==> src/rtl/inst_pipe_ctrl.sv <==
// inst_pipe_ctrl -- parametrised instruction-pipeline sequencer.
// Owns the fetch PC and the per-stage instruction/PC/valid registers. It handles
// per-stage stalls, redirect flushes (taken branch / PC write) and a lockstep
// mode in which only one instruction is in flight at a time.
// Optional feature macro: INST_PIPE_PERF_EN builds the retire/bubble
// performance counters. Without it, perf_retired and perf_bubbles are tied to 0.

module inst_pipe_ctrl #(
    parameter int                  WIDTH    = 32,
    parameter int                  PC_WIDTH = 32,
    parameter int                  STAGES   = 5,
    parameter int                  PC_INCR  = 4,
    parameter logic [PC_WIDTH-1:0] RESET_PC = '0,
    parameter int                  SW       = 3
) (
    input  logic                       clk,
    input  logic                       reset,
    input  logic [WIDTH-1:0]           fetch_inst,
    output logic [PC_WIDTH-1:0]        pc_curr,
    input  logic                       lockstep,
    input  logic [STAGES-1:0]          stall_req,
    input  logic                       redirect,
    input  logic [SW-1:0]              redirect_stage,
    input  logic [PC_WIDTH-1:0]        redirect_pc,
    output logic [STAGES*WIDTH-1:0]    stage_inst,
    output logic [STAGES*PC_WIDTH-1:0] stage_pc,
    output logic [STAGES-1:0]          stage_valid,
    output logic [SW-1:0]              cycle_state,
    output logic                       retire,
    output logic [31:0]                perf_retired,
    output logic [31:0]                perf_bubbles
);

    // Valid pattern meaning "only the writeback stage holds an instruction".
    localparam logic [STAGES-1:0] TOP_ONLY = {1'b1, {(STAGES-1){1'b0}}};

    // Reject parameter sets the stage indexing cannot represent.
    generate
        if (STAGES < 2) begin : g_bad_stages
            $error("inst_pipe_ctrl: STAGES must be at least 2");
        end
        if ((1 << SW) < STAGES) begin : g_bad_sw
            $error("inst_pipe_ctrl: SW too narrow to index every stage");
        end
    endgenerate

    // ------------------------------------------------------------------
    // State
    // ------------------------------------------------------------------
    logic [WIDTH-1:0]    r_inst [STAGES];
    logic [PC_WIDTH-1:0] r_pc   [STAGES];
    logic [STAGES-1:0]   r_valid;
    logic [PC_WIDTH-1:0] r_pc_curr;
    logic [SW-1:0]       r_cycle_state;

    // ------------------------------------------------------------------
    // Control wires
    // ------------------------------------------------------------------
    logic [STAGES-1:0]   w_live_stall;   // stall requests from stages that hold a live instruction
    logic [STAGES-1:0]   w_hold;         // stage keeps its contents this cycle
    logic [STAGES-1:0]   w_rs_match;     // one-hot decode of redirect_stage (all zero if out of range)
    logic [STAGES-1:0]   w_flush;        // stage is younger than an honoured redirect
    logic [STAGES-1:0]   w_kill_in;      // stage's incoming instruction is wrong-path
    logic                w_redir;        // redirect honoured this cycle
    logic                w_retire;
    logic                w_fetch_en;
    logic                w_fetch;

    logic [WIDTH-1:0]    w_nxt_inst [STAGES];
    logic [PC_WIDTH-1:0] w_nxt_pc   [STAGES];
    logic [STAGES-1:0]   w_nxt_valid;
    logic [PC_WIDTH-1:0] w_nxt_pc_curr;
    logic [SW-1:0]       w_nxt_cycle_state;

    // An empty stage never stalls, whatever its request line says.
    assign w_live_stall = stall_req & r_valid;

    // Hold chain: a stage is held when it, or any older stage, stalls with a live instruction.
    always_comb begin
        logic w_acc;
        // NOTE: every variable driven here gets a default first, so no path leaves it unassigned and no latch is inferred.
        w_hold = '0;
        w_acc  = 1'b0;
        for (int k = STAGES - 1; k >= 0; k--) begin
            w_acc     = w_acc | w_live_stall[k];
            w_hold[k] = w_acc;
        end
    end

    // Redirect decode: honoured only when the raising stage is live; flush everything younger.
    always_comb begin
        logic w_older;
        w_rs_match = '0;
        w_flush    = '0;
        w_kill_in  = '0;
        w_redir    = 1'b0;
        w_older    = 1'b0;
        for (int k = 0; k < STAGES; k++) begin
            w_rs_match[k] = (redirect_stage == SW'(k));
        end
        w_redir = redirect & (|(w_rs_match & r_valid));
        for (int k = STAGES - 1; k >= 0; k--) begin
            w_flush[k]   = w_redir & w_older;
            w_kill_in[k] = w_redir & w_rs_match[k];
            w_older      = w_older | w_rs_match[k];
        end
    end

    // The writeback stage retires whenever it is live and not held.
    assign w_retire = r_valid[STAGES-1] & ~w_hold[STAGES-1];

    // Lockstep admits a new instruction only into an empty pipe or as the last one leaves.
    assign w_fetch_en = ~lockstep | (r_valid == '0) | ((r_valid == TOP_ONLY) & w_retire);
    assign w_fetch    = w_fetch_en & ~w_hold[0] & ~w_redir;

    // Next-state for the stage registers, fetch PC and lockstep cycle_state.
    always_comb begin
        w_nxt_inst        = r_inst;
        w_nxt_pc          = r_pc;
        w_nxt_valid       = r_valid;
        w_nxt_pc_curr     = r_pc_curr;
        w_nxt_cycle_state = '0;

        // Stage 0: flushed, held, loaded from fetch, or filled with a bubble.
        if (w_flush[0] || (!w_hold[0] && !w_fetch)) begin
            w_nxt_valid[0] = 1'b0;
            w_nxt_inst[0]  = '0;
            w_nxt_pc[0]    = '0;
        end else if (!w_hold[0]) begin
            w_nxt_valid[0] = 1'b1;
            w_nxt_inst[0]  = fetch_inst;
            w_nxt_pc[0]    = r_pc_curr;
        end

        // Later stages: flush beats stall; an advancing stage behind a held or
        // flushed neighbour takes a bubble, otherwise it takes its neighbour.
        for (int k = 1; k < STAGES; k++) begin
            if (w_flush[k] || (!w_hold[k] && (w_hold[k-1] || w_kill_in[k]))) begin
                w_nxt_valid[k] = 1'b0;
                w_nxt_inst[k]  = '0;
                w_nxt_pc[k]    = '0;
            end else if (!w_hold[k]) begin
                w_nxt_valid[k] = r_valid[k-1];
                w_nxt_inst[k]  = r_inst[k-1];
                w_nxt_pc[k]    = r_pc[k-1];
            end
        end

        // Redirect beats fetch; the PC wraps naturally at 2^PC_WIDTH.
        if (w_redir) begin
            w_nxt_pc_curr = redirect_pc;
        end else if (w_fetch) begin
            w_nxt_pc_curr = r_pc_curr + PC_WIDTH'(PC_INCR);
        end

        // In lockstep, report the oldest live stage (0 when the pipe is empty).
        if (lockstep) begin
            for (int k = 0; k < STAGES; k++) begin
                if (w_nxt_valid[k]) begin
                    w_nxt_cycle_state = SW'(k);
                end
            end
        end
    end

    // Pipeline state registers; reset clears everything immediately.
    always_ff @(posedge clk or posedge reset) begin
        if (reset) begin
            r_pc_curr     <= RESET_PC;
            r_valid       <= '0;
            r_cycle_state <= '0;
            // NOTE: the stage arrays are ordinary flops rather than a RAM, so they are cleared by reset like any other register.
            for (int k = 0; k < STAGES; k++) begin
                r_inst[k] <= '0;
                r_pc[k]   <= '0;
            end
        end else begin
            // NOTE: non-blocking assignments make every register sample pre-edge values, independent of statement order.
            r_pc_curr     <= w_nxt_pc_curr;
            r_valid       <= w_nxt_valid;
            r_cycle_state <= w_nxt_cycle_state;
            for (int k = 0; k < STAGES; k++) begin
                r_inst[k] <= w_nxt_inst[k];
                r_pc[k]   <= w_nxt_pc[k];
            end
        end
    end

`ifdef INST_PIPE_PERF_EN
    logic [31:0] r_perf_retired;
    logic [31:0] r_perf_bubbles;

    // Saturating counters: retired instructions and cycles with an empty writeback stage.
    always_ff @(posedge clk or posedge reset) begin
        if (reset) begin
            r_perf_retired <= '0;
            r_perf_bubbles <= '0;
        end else begin
            if (w_retire && (r_perf_retired != 32'hFFFF_FFFF)) begin
                r_perf_retired <= r_perf_retired + 32'd1;
            end
            if (!r_valid[STAGES-1] && (r_perf_bubbles != 32'hFFFF_FFFF)) begin
                r_perf_bubbles <= r_perf_bubbles + 32'd1;
            end
        end
    end

    assign perf_retired = r_perf_retired;
    assign perf_bubbles = r_perf_bubbles;
`else
    assign perf_retired = '0;
    assign perf_bubbles = '0;
`endif

    // Flatten the per-stage registers onto the packed output buses.
    generate
        for (genvar g = 0; g < STAGES; g++) begin : g_pack
            assign stage_inst[g*WIDTH +: WIDTH]       = r_inst[g];
            assign stage_pc[g*PC_WIDTH +: PC_WIDTH]   = r_pc[g];
        end
    endgenerate

    assign pc_curr     = r_pc_curr;
    assign stage_valid = r_valid;
    assign cycle_state = r_cycle_state;
    assign retire      = w_retire;

endmodule

==> config.mk <==
export PLATFORM = sky130hd
export DESIGN_NAME = inst_pipe_ctrl
export DESIGN_NICKNAME = d
export VERILOG_FILES = /design/src/rtl/inst_pipe_ctrl.sv
export SDC_FILE = /design/constraint.sdc
export NUM_CORES = 1
export LEC_CHECK = 0
export ABC_AREA = 0
export BUFFER_PORTS_ARGS = -buffer_cell sky130_fd_sc_hd__buf_2
export CORE_AREA = 2 2 193 195
export DETAILED_ROUTE_END_ITERATION = 16
export DIE_AREA = 0 0 195 197
export PLACE_DENSITY = 0.68
export SLEW_MARGIN = 10
export SYNTH_ARGS = -nofsm -noshare
export SYNTH_HDL_FRONTEND = slang
export SYNTH_SLANG_ARGS = --single-unit
==> constraint.sdc <==
create_clock -name clk -period 10.6 [get_ports clk]
set_clock_uncertainty 0.05 [all_clocks]
set_input_delay 0.53 -clock clk [delete_from_list [all_inputs] [get_ports clk]]
set_output_delay 0.53 -clock clk [all_outputs]
set_load 0.005 [all_outputs]
==> results.py <==
metrics = {
    "run_status": {
        "outcome": "finished, final reports clean",
    },
    "cts": {
        "hold_buffers": 0,
        "clock_path_buffers": 3,
        "post_cts_buffers": 0,
        "cts_sinks": 360,
        "cts_tree": "done",
        "cts_resized": 0,
        "clk_latency_ps": 520,
        "htree_levels": 2,
        "numCtsBuffers": 39,
        "clk_pin_slew_ps": 60,
        "clockRootBuffer": "clkbuf_16",
    },
    "drt": {
        "wl_met2_mm": 21.8,
        "drc": 0,
        "drt_first_pass_iters": 5,
        "wl_met1_mm": 19.4,
        "vias": 11500,
        "drtIter0Drc": 720,
        "ant_nets": 0,
        "avgRoutedWirePerCell_um": 21.7,
        "via_per_inst": 5.49,
        "top_layer_used": "met5",
        "totalWireLength_mm": 45.4,
        "dr_wl_met3_mm": 2.86,
    },
    "setup_path": {
        "path_class": "reg2reg",
        "cp_max_fo": 69,
        "cp_data_arrival_time_ps": 3880,
        "start_kind": "flop",
        "cp-end-kind": "flop",
        "cp.required_ps": 10890,
        "reg2reg_slack_ps": 7020,
    },
    "timing": {
        "setup_tns_ps": 0,
        "maxSlewViolCount": 0,
        "maxClockFrequency_mhz": 279,
        "post-route-period-util": 0.338,
        "setup_violations": 0,
        "rsz0062_at_grt": "false",
        "finalHoldViolCount": 0,
        "holdWs_ps": 158,
        "tightest_slew_ps": 1210,
        "period_minus_slack_ps": 3580,
        "slew_headroom": 0.186,
    },
    "global_route": {
        "grt_use_total": 0.228,
        "grt_overflow": 0,
        "grt_max_degree": 154,
        "first_global_vias": 11000,
        "antenna_found_initial": 5,
        "grt_first_pass_wirelength_mm": 68.1,
    },
    "synthesis": {
        "ys_seq_elements": 360,
        "syn-mean-instance-area_sq_um": 12.0,
        "synth_area_sq_mm": 0.0144,
        "synth_cells": 1198,
        "yosysUniqueCellTypes": 49,
        "synth_flop_cell": "dfrtp_1",
        "ys_warn_count": 0,
        "async_flop_share": 1.00,
        "ys_seq_area_frac": 0.627,
        "synth-edff-count": 0,
    },
    "cells_and_area": {
        "fillCellCount": 3331,
        "synthToLayoutAreaGrowth_pct": 25.3,
        "final_cell_mix": "436 x buf_2, 360 x dfrtp_1, 259 x a22o_1",
        "fin_nets": 1667,
        "multi_input_area_sq_mm": 0.00479,
        "utilization": 0.496,
        "regArea_sq_mm": 0.00901,
        "final_common_cell": "buf_2",
        "drive_above_1_share": 0.327,
    },
    "pwr": {
        "power_density_mw_per_mm2": 325,
        "ir_drop_mv": 0.137,
        "leakage_uw": 0.00938,
    },
    "placement": {
        "routabilityCongestion": 0.902,
        "portBuffers": 436,
        "dp_hpwl_mm": 31.1,
    },
    "floorplan": {
        "die_w_um": 195,
        "initial_core_util": 0.396,
        "die_y_um": 197,
        "io_pins": 501,
        "dieArea_sq_mm": 0.0384,
        "core_area_sq_mm": 0.0363,
        "num_rows": 70,
    },
    "worst_hold_path": {
        "hp-class": "in2reg",
    },
    "run": {
        "maxCapViolations": 0,
    },
}
[logic make-up after synthesis]
| kind of cell | count (synthesis) | synth area share |
|---|---|---|
| flops | 360 | 0.627 |
| other cells | 1 | 0.000261 |
| xor+xnor | 24 | 0.0146 |
| compound gates | 378 | 0.204 |
| mux | 3 | 0.00218 |
| fa+ha+maj | 1 | 0.000871 |
| buf+inv | 167 | 0.0610 |
| simple gates | 264 | 0.0897 |
[final cells by class]
class	instances	share of cell area
timing repair buffer	452	0.128
clock buffer	57	0.0637
clock inverter	12	0.00654
multi-input combinational	734	0.267
inverter	3	0.00104
tap	468	0.0326
sequential	360	0.501
antenna	5	0.000696
[power breakdown]
group / leakage [uW] / internal, uW / switching, uW
Sequential: 0.00479 / 1930 / 569
Combinational: 0.00397 / 881 / 1120
Clock: 0.000616 / 798 / 544
[Yosys cell counts, types with 2 or more instances]
cell type / number / area share
o21ai_1: 3 / 0.0010
nor3_1: 8 / 0.0028
o211ai_1: 3 / 0.0016
nor4_1: 10 / 0.0044
inv_1: 3 / 0.00078
nand3_1: 78 / 0.027
nand4_1: 6 / 0.0026
and4_1: 7 / 0.0043
or4_1: 6 / 0.0031
buf_2: 7 / 0.0024
mux2i_1: 2 / 0.0014
nor4b_1: 4 / 0.0024
xnor2_1: 23 / 0.014
a22o_1: 259 / 0.16
a211oi_1: 2 / 0.0010
nor2_1: 12 / 0.0031
and3_1: 3 / 0.0013
nand2_1: 110 / 0.029
o21ai_0: 88 / 0.031
a31oi_1: 5 / 0.0022
clkbuf_1: 84 / 0.022
and2_0: 3 / 0.0013
buf_1: 9 / 0.0024
dfrtp_1: 360 / 0.63
nor3b_1: 4 / 0.0021
buf_4: 64 / 0.033
o31ai_1: 3 / 0.0016
or2_1: 2 / 0.00087
and2_1: 5 / 0.0022
nor2b_1: 2 / 0.00087
a21o_1: 3 / 0.0016
a21oi_1: 3 / 0.0010
[sequential cells by signal, summed over array words and instances, names as in the netlist]
register / count
stage_inst: 160
stage_valid: 5
stage_pc: 160
pc_curr: 32
cycle_state: 3
[worst max-delay path, cell delays in order, from the launching register on]
cell	delay [ps]
dfrtp_1	500
mux2_2	330
and2_0	280
o21ai_4	170
buf_4	650
and2_2	1030
o21ai_0	260
[worst paths after layout]
check                           startpoint         endpoint  depth (start not counted)
setup / recovery            stage_valid[3]     stage_pc[94]                          6
hold / removal             redirect_pc[19]      pc_curr[19]                          3
setup reg to reg            stage_valid[3]     stage_pc[94]                          6
hold reg to reg            stage_inst[147]  stage_inst[147]                          1
max in group asynchronous            reset   stage_inst[33]                          4
min in group asynchronous            reset  stage_inst[159]                          2
[metal layers]
| metal | track usage | vias to the layer above |
|---|---|---|
| met5 | 0 | - |
| met4 | 0.0786 | 2 |
| met3 | 0.0496 | 80 |
| met2 | 0.367 | 448 |
| met1 | 0.308 | 5843 |
| li1 | - | 5101 |
[stage by stage]
step	cell area, sq um	std cells	total power [uW]	worst slack (ps)
after floorplan	14600	1261	3440	29.7
after global placement	16700	2017	4480	6870
after detailed placement	16700	2017	4530	6830
after CTS	18000	2086	5890	7030
after global routing	18000	2090	6190	6790
final	18000	2091	5840	7020
(Power assumes the default switching activity.)
